## config.mk

```make
export PLATFORM = sky130hd
export DESIGN_NAME = bcd_ascii_sender
export DESIGN_NICKNAME = d
export VERILOG_FILES = /design/src/rtl/bcd_ascii_sender.sv
export SDC_FILE = /design/constraint.sdc
export NUM_CORES = 1
export LEC_CHECK = 0
export CORE_MARGIN = 5
export CORE_UTILIZATION = 46
export CTS_CLUSTER_DIAMETER = 30
export CTS_CLUSTER_SIZE = 25
export DETAILED_ROUTE_END_ITERATION = 12
export GPL_ROUTABILITY_DRIVEN = 0
export PLACE_DENSITY = 0.73
export SKIP_LAST_GASP = 1
export SLEW_MARGIN = 10
export SYNTH_ARGS = -nofsm -noshare
export SYNTH_HDL_FRONTEND = slang
export SYNTH_SLANG_ARGS = --single-unit
export TNS_END_PERCENT = 30
```

## constraint.sdc

```tcl
create_clock -name Clk -period 4 [get_ports Clk]
set_input_delay 0.6 -clock Clk [delete_from_list [all_inputs] [get_ports Clk]]
set_output_delay 0.6 -clock Clk [all_outputs]
set_load 0.02 [all_outputs]
```

## src/rtl/bcd_ascii_sender.sv

```systemverilog
// Packed BCD word to ASCII decimal text with optional leading-zero blanking
// and a CR LF terminator, sent over a valid/ready byte stream.
module bcd_ascii_sender #(
    parameter int DIGITS   = 10,
    parameter int BCD_W    = 40,
    parameter bit BLANK_LZ = 1'b1,
    parameter bit TERM_EN  = 1'b1
) (
    input  logic             Clk,
    input  logic             Rst_n,
    input  logic             bcd_vld,
    input  logic [BCD_W-1:0] Bcd_data,
    output logic [7:0]       tx_data,
    output logic             tx_vld,
    input  logic             tx_rdy,
    output logic             busy,
    output logic             done,
    output logic             drop
);

    localparam int IW = (DIGITS > 1) ? $clog2(DIGITS) : 1;

    typedef enum logic [2:0] {
        IDLE,
        SKIP,
        SEND,
        CR,
        LF
    } state_t;

    state_t             state_q;
    logic [BCD_W-1:0]   word_q;
    logic [IW-1:0]      idx_q;
    logic [3:0]         dig_q;
    logic               dv_q;
    logic [7:0]         tx_data_q;
    logic               tx_vld_q;
    logic               busy_q;
    logic               done_q;
    logic               drop_q;

    logic [3:0]         nib_cur;
    logic [3:0]         nib_nxt;
    logic               hs;

    function automatic logic [7:0] to_ascii(input logic [3:0] d);
        return (d <= 4'd9) ? (8'h30 + {4'h0, d}) : 8'h3F;
    endfunction

    // Digit at the current index and the one below it
    always_comb begin
        nib_cur = '0;
        nib_nxt = '0;
        for (int i = 0; i < DIGITS; i++) begin
            if (idx_q == IW'(i))
                nib_cur = word_q[4*i +: 4];
            if (idx_q == IW'(i + 1))
                nib_nxt = word_q[4*i +: 4];
        end
    end

    assign hs = tx_vld_q && tx_rdy;

    // SKIP works on a registered digit, so its first cycle only loads dig_q
    always_ff @(posedge Clk or negedge Rst_n) begin
        if (!Rst_n) begin
            state_q   <= IDLE;
            word_q    <= '0;
            idx_q     <= '0;
            dig_q     <= '0;
            dv_q      <= 1'b0;
            tx_data_q <= '0;
            tx_vld_q  <= 1'b0;
            busy_q    <= 1'b0;
            done_q    <= 1'b0;
            drop_q    <= 1'b0;
        end else begin
            done_q <= 1'b0;
            drop_q <= bcd_vld && busy_q;
            unique case (state_q)
                IDLE: begin
                    if (bcd_vld) begin
                        word_q  <= Bcd_data;
                        idx_q   <= IW'(DIGITS - 1);
                        dv_q    <= 1'b0;
                        busy_q  <= 1'b1;
                        state_q <= SKIP;
                    end
                end
                SKIP: begin
                    if (!dv_q) begin
                        dig_q <= nib_cur;
                        dv_q  <= 1'b1;
                    end else if (BLANK_LZ && dig_q == 4'd0
                                 && idx_q != '0) begin
                        idx_q <= idx_q - IW'(1);
                        dig_q <= nib_nxt;
                    end else begin
                        tx_data_q <= to_ascii(dig_q);
                        tx_vld_q  <= 1'b1;
                        state_q   <= SEND;
                    end
                end
                SEND: begin
                    if (hs) begin
                        if (idx_q != '0) begin
                            idx_q     <= idx_q - IW'(1);
                            tx_data_q <= to_ascii(nib_nxt);
                        end else if (TERM_EN) begin
                            tx_data_q <= 8'h0D;
                            state_q   <= CR;
                        end else begin
                            tx_vld_q <= 1'b0;
                            busy_q   <= 1'b0;
                            done_q   <= 1'b1;
                            state_q  <= IDLE;
                        end
                    end
                end
                CR: begin
                    if (hs) begin
                        tx_data_q <= 8'h0A;
                        state_q   <= LF;
                    end
                end
                LF: begin
                    if (hs) begin
                        tx_vld_q <= 1'b0;
                        busy_q   <= 1'b0;
                        done_q   <= 1'b1;
                        state_q  <= IDLE;
                    end
                end
                default: state_q <= IDLE;
            endcase
        end
    end

    assign tx_data = tx_data_q;
    assign tx_vld  = tx_vld_q;
    assign busy    = busy_q;
    assign done    = done_q;
    assign drop    = drop_q;

endmodule

```

## Yosys cells after proc, flatten, opt, wreduce, memory -nomap -nowiden

Index checks and enable logic that the tools add are counted.

| storage, ports and cells | value |
|---|---|
| logic and storage cells | 113 |
| bits in registers | 64 |
| output and inout bits | 12 |

| operators by class | value |
|---|---|
| reductions and logical operators | 20 |
| muxes and demuxes | 54 |
| magnitude comparators | 2 |
| equal/unequal tests | 24 |
| add/subtract/negate cells | 3 |

Operator list:

| kind | number |
|---|---|
| $mux W4 | 27 |
| $mux W8 | 4 |
| $pmux W8 S3 | 1 |
| $mux W3 | 7 |
| $mux W7 | 3 |
| $ne A2 B2 Y1 const B | 9 |
| $eq A4 B3 Y1 const B | 4 |
| $pmux W3 S5 | 1 |
| $add A6 B4 Y7 const A | 2 |
| $eq A4 B4 Y1 const B | 3 |
| $pmux W4 S3 | 1 |
| $eq A4 B2 Y1 const B | 2 |
| $le A4 B4 Y1 const B | 2 |
| $logic_not A4 Y1 | 2 |
| $mux W1 | 7 |
| $reduce_and A7 Y1 | 1 |
| $eq A3 B2 Y1 const B | 2 |
| $pmux W1 S2 | 3 |
| $reduce_and A2 Y1 | 3 |
| $reduce_and A6 Y1 | 1 |
| $reduce_bool A2 Y1 | 3 |
| $reduce_bool A3 Y1 | 2 |
| $reduce_and A5 Y1 | 1 |
| $eq A4 B1 Y1 const B | 1 |
| 9 further kinds | 11 |

## Depth between registers and ports, before layout

| logic depth | value |
|---|---|
| word-level depth | 16 |
| gate-level depth with buffers | 10 |
| depth with buffers taken out | 8 |

## Least setup slack after synthesis

OpenSTA, ideal clock, no wires.

| path | value |
|---|---|
| path type | reg-to-reg |
| start | register idx_q[0] |
| end | register dig_q[2] |
| setup slack | 1.871 ns |
| path buffers | 2 |
| cell stages (with the launch flop) | 9 |
| setup time | 0.123 ns |
| data required time | 3.877 ns |
| arrival time | 2.006 ns |
| cells stage by stage | dfrtp_1 -> inv_1 -> ha_1 -> buf_4 -> or3b_1 -> buf_2 -> and3_1 -> or2_2 -> o221a_2 |

| on the way | value |
|---|---|
| cells in the longest elaborated chain, start to end | 13 |
| elaborated cells between the ends (all ways) | 37 |
| those cells by class | 11 x eq/ne; 22 x mux; 4 x reduce/logical |

RTL lines:

| item | line | text |
|---|---|---|
| start: declaration | 33 | `logic [IW-1:0] idx_q;` |
| start signal: assignment | 84 | `idx_q <= IW'(DIGITS - 1);` |
| start signal: assignment | 96 | `idx_q <= idx_q - IW'(1);` |
| start signal: assignment | 107 | `idx_q <= idx_q - IW'(1);` |
| $eq A4 B1 Y1 | 55, 57 |  |
| $mux W4 (10 in a row) | 57 | `if (idx_q == IW'(i + 1))` |
| $mux W4 | 94 | `end else if (BLANK_LZ && dig_q == 4'd0` |
| $mux W4 | 91 | `if (!dv_q) begin` |
| end signal: assignment | 92 | `dig_q <= nib_cur;` |
| end signal: assignment | 97 | `dig_q <= nib_nxt;` |
| end: declaration | 34 | `logic [3:0] dig_q;` |

Several ways; a longest one is shown, not always the timed one. The select of a mux whose other input is x is not followed.
A chain may end at the register's enable or synchronous reset.

## Worst setup path after layout

| path | value |
|---|---|
| start | register idx_q[0] |
| end | register tx_data_q[1], in the netlist tx_data[1] |

| on the way | value |
|---|---|
| cells in the longest elaborated chain, start to end | 16 |
| elaborated cells between the ends (all ways) | 30 |
| those cells by class | 1 x add/sub; 1 x order compare; 11 x eq/ne; 14 x mux; 3 x reduce/logical |

RTL lines:

| item | line | text |
|---|---|---|
| $eq A4 B1 Y1 | 57 |  |
| $mux W4 (10 in a row) | 57 |  |
| $add A6 B4 Y7 or $le A4 B4 Y1 (tied branches) | 47 | `return (d <= 4'd9) ? (8'h30 + {4'h0, d}) : 8'h3F;` |
| $mux W7 | 47 |  |
| $mux W7 | 106 | `if (idx_q != '0) begin` |
| $mux W8 | 105 | `if (hs) begin` |
| $pmux W8 S3 | 80 | `unique case (state_q)` |
| end signal: assignment | 99 | `tx_data_q <= to_ascii(dig_q);` |
| end signal: assignment | 108 | `tx_data_q <= to_ascii(nib_nxt);` |
| end: declaration | 36 | `logic [7:0] tx_data_q;` |

Several ways; a longest one is shown, not always the timed one. The select of a mux whose other input is x is not followed.

==> results.toml <==
[critical_path]
timing_worst_setup_path_type = "flop to flop"
path_max_fanout = 22
cp-end-kind = "flop"
worst-endpoint-arrival_ps = 3100
cp_startpoint_kind = "flop"
required_ps = 4220

[floorplanning]
die_h_um = 97.6
start_util_pct = 46.4
row_count = 32
io_pins = 56
core_area_mm2 = 0.00761
fp.dieArea_mm2 = 0.00952
die_w_um = 97.6

[cells_and_area]
multi_input_area_mm2 = 0.00184
layout.area.seq_mm2 = 0.00153
layout.cell_area.non_filler_mm2 = 0.00428
ratio_of_cells_with_drive_above_1_in_the_final_layout_pct = 16.2
layout.filler_cells = 702
net_total_in_the_final_layout = 458
insertedDiodeCount = 0
layout-area-overhead-vs-synth_pct = 21.4

[run_status]
status = "finished clean"

[sta]
final-setup-viol-count = 0
timing_worst_slew_pin_value_ps = 856
grt_setup_unrepaired = "no"
final.setup_skew_ps = 6.97
relSlewSlack_pct = 42.8
finalWorstSetupSlack_ps = 1120
final-max-slew-violation-count = 0
post-route-min-period_ps = 2880
layout_worst_path_cycle_share_pct = 72.0
total_count_of_hold_check_failures_in_the_final_report = 0
setup-tns-final_ps = 0
fmaxAchievable_mhz = 347
final.hold.worst_slack_ps = 267

[logic_synthesis]
yosys.area.top_type = "dfrtp_1"
yosysSeqAreaShare_pct = 43.3
yosys_warnings = 0
yosysMostFrequentCell = "dfrtp_1"
share_of_yosys_cell_area_claimed_by_the_top_area_cell_type_pct = 43.3
synth_seq_cells = 61
mean_instance_size_in_the_synthesized_netlist_um2 = 9.59
post_synth_most_frequent_cells = "61 x dfrtp_1, 38 x mux2_2, 34 x nand2_1"
synth.top_cells.by_area = "dfrtp_1 43%, mux2_2 12%, nand2_1 3.6%"
synthArstFlopShare_pct = 100
synth-main-ff-cell = "dfrtp_1"
ys_types = 57
synth_enable_flop_cells = 0
syn-instance-count = 368
post_synthesis_cell_area_mm2 = 0.00353

[placed_design]
io_buffer_count = 53
detailed_place_hpwl_mm = 6.27
place_worst_setup_slack_ps = 1240
dpl_cell_area_mm2 = 0.00408

[grt]
grt_antenna_before_repair = 0
grt_pass1_vias = 3084
grt_start_max_net_pins = 35
track_usage_pct = 18.9
grt_pass1_wl_mm = 14.7
gr-total-overflow = 0

[flow_run]
timing.max_cap.violations = 0

[routing]
post_route_drc = 0
finalWirelength_mm = 8.76
vias_per_cell = 5.95
first_pass_iters = 5
vias = 3070
drt-initial-drc-count = 294
routedWlPerCell_um = 17.0
antenna_violating_nets_post_route = 0

[clock_tree]
cts_repair_resize_count = 0
tritoncts_num_sinks = 61
clkTransAtPathRegs_ps = 70
cts-root-to-sink-buffers = 2
cts_inserted_buffers = 9
h_tree_level_count = 3
hold_bufs_inserted_after_cts = 0
cts_tree = "built"
root_buffer = "clkbuf_8"
post_cts.repair.setup_buffers = 0
worst_skew_pair.late_latency_ps = 350

[power]
vdd.ir_drop.worst_v = 0.000338
power.leakage_nw = 1.72
powerDensity_mw_per_mm2 = 813

[min_path]
min_path_type = "input port to async pin"
critical path: stages, from the launching register on:
cell,delay [ps]
dfrtp_1,420
inv_1,120
ha_1,650
nor2b_1,200
a221o_1,330
a311oi_1,420
a211oi_2,130
a2111oi_0,400
a21oi_1,70
where the power goes:
part           switching (mW)  internal, mW
Clock                   0.242         0.316
Sequential              0.341         0.919
Combinational           0.865         0.800
sequential cells by signal, summed over array words and instances, names as in the netlist:
register  cells
dig_q         4
state_q       3
dv_q          1
word_q       40
drop          1
busy          1
idx_q         4
done          1
tx_vld        1
tx_data       5
placed cells by master (no fill, tap or decap), drive strengths merged, types with 5 or more instances in the layout:
master,netlist,routed
clkbuf,10,11
inv,12,12
a211oi,7,7
o22ai,16,16
nor2,26,26
clkdlybuf4s50,0,52
nand2,34,34
a22oi,7,7
a21oi,23,23
nand3,5,5
nor3,9,9
nor2b,9,9
a221oi,5,5
dfrtp,61,61
o21ai,20,20
mux2,38,38
nand2b,6,6
worst paths after layout:
check                                start    endpoint  slack, ps  cells past startpoint
worst max-delay path              idx_q[0]  tx_data[1]       1120                      8
worst min-delay path                 Rst_n        done        270                      1
worst max register to register    idx_q[0]  tx_data[1]       1120                      8
worst min register to register  tx_data[3]  tx_data[3]        490                      2
max in group asynchronous            Rst_n  word_q[17]       2840                      2
min in group Clk                tx_data[3]  tx_data[3]        490                      2
routing by layer:
metal	vias up	GRT usage, %	wire (um)
li1	1437	-	-
met1	1509	24.1	3790
met2	106	30.9	4250
met3	18	3.66	508
met4	0	8.52	217
met5	-	0	0
cell families (layout without fill, tap and decap cells):
logic type | Yosys count | in the layout | synth area share [%]
AO/OA/AOI/OAI | 116 | 116 | 22.6
buffers and inverters | 38 | 83 | 5.00
other | 1 | 2 | 0.106
XOR/XNOR | 1 | 1 | 0.248
multiplexers | 39 | 39 | 12.4
adder cells (fa/ha/maj) | 4 | 4 | 1.42
AND/OR/NAND/NOR | 108 | 108 | 14.9
flip-flops | 61 | 61 | 43.3
layout make-up:
type / instances / area share, %
clock buffer: 11 / 3.53
clock inverter: 4 / 1.11
inverter: 12 / 1.05
multi-input combinational: 270 / 42.9
sequential: 61 / 35.6
tap: 102 / 2.98
timing repair buffer: 56 / 12.8
through the flow:
stage / utilization (%) / power [mW] / cells
2_1_floorplan: - / 2.45 / 369
3_3_place_gp: 53.7 / 2.85 / 501
3_5_place_dp: 53.7 / 2.90 / 501
4_1_cts: 56.3 / 3.48 / 516
5_1_grt: 56.3 / 3.75 / 516
6_report: 56.3 / 3.48 / 516
Power figures use the tool's default switching activity.
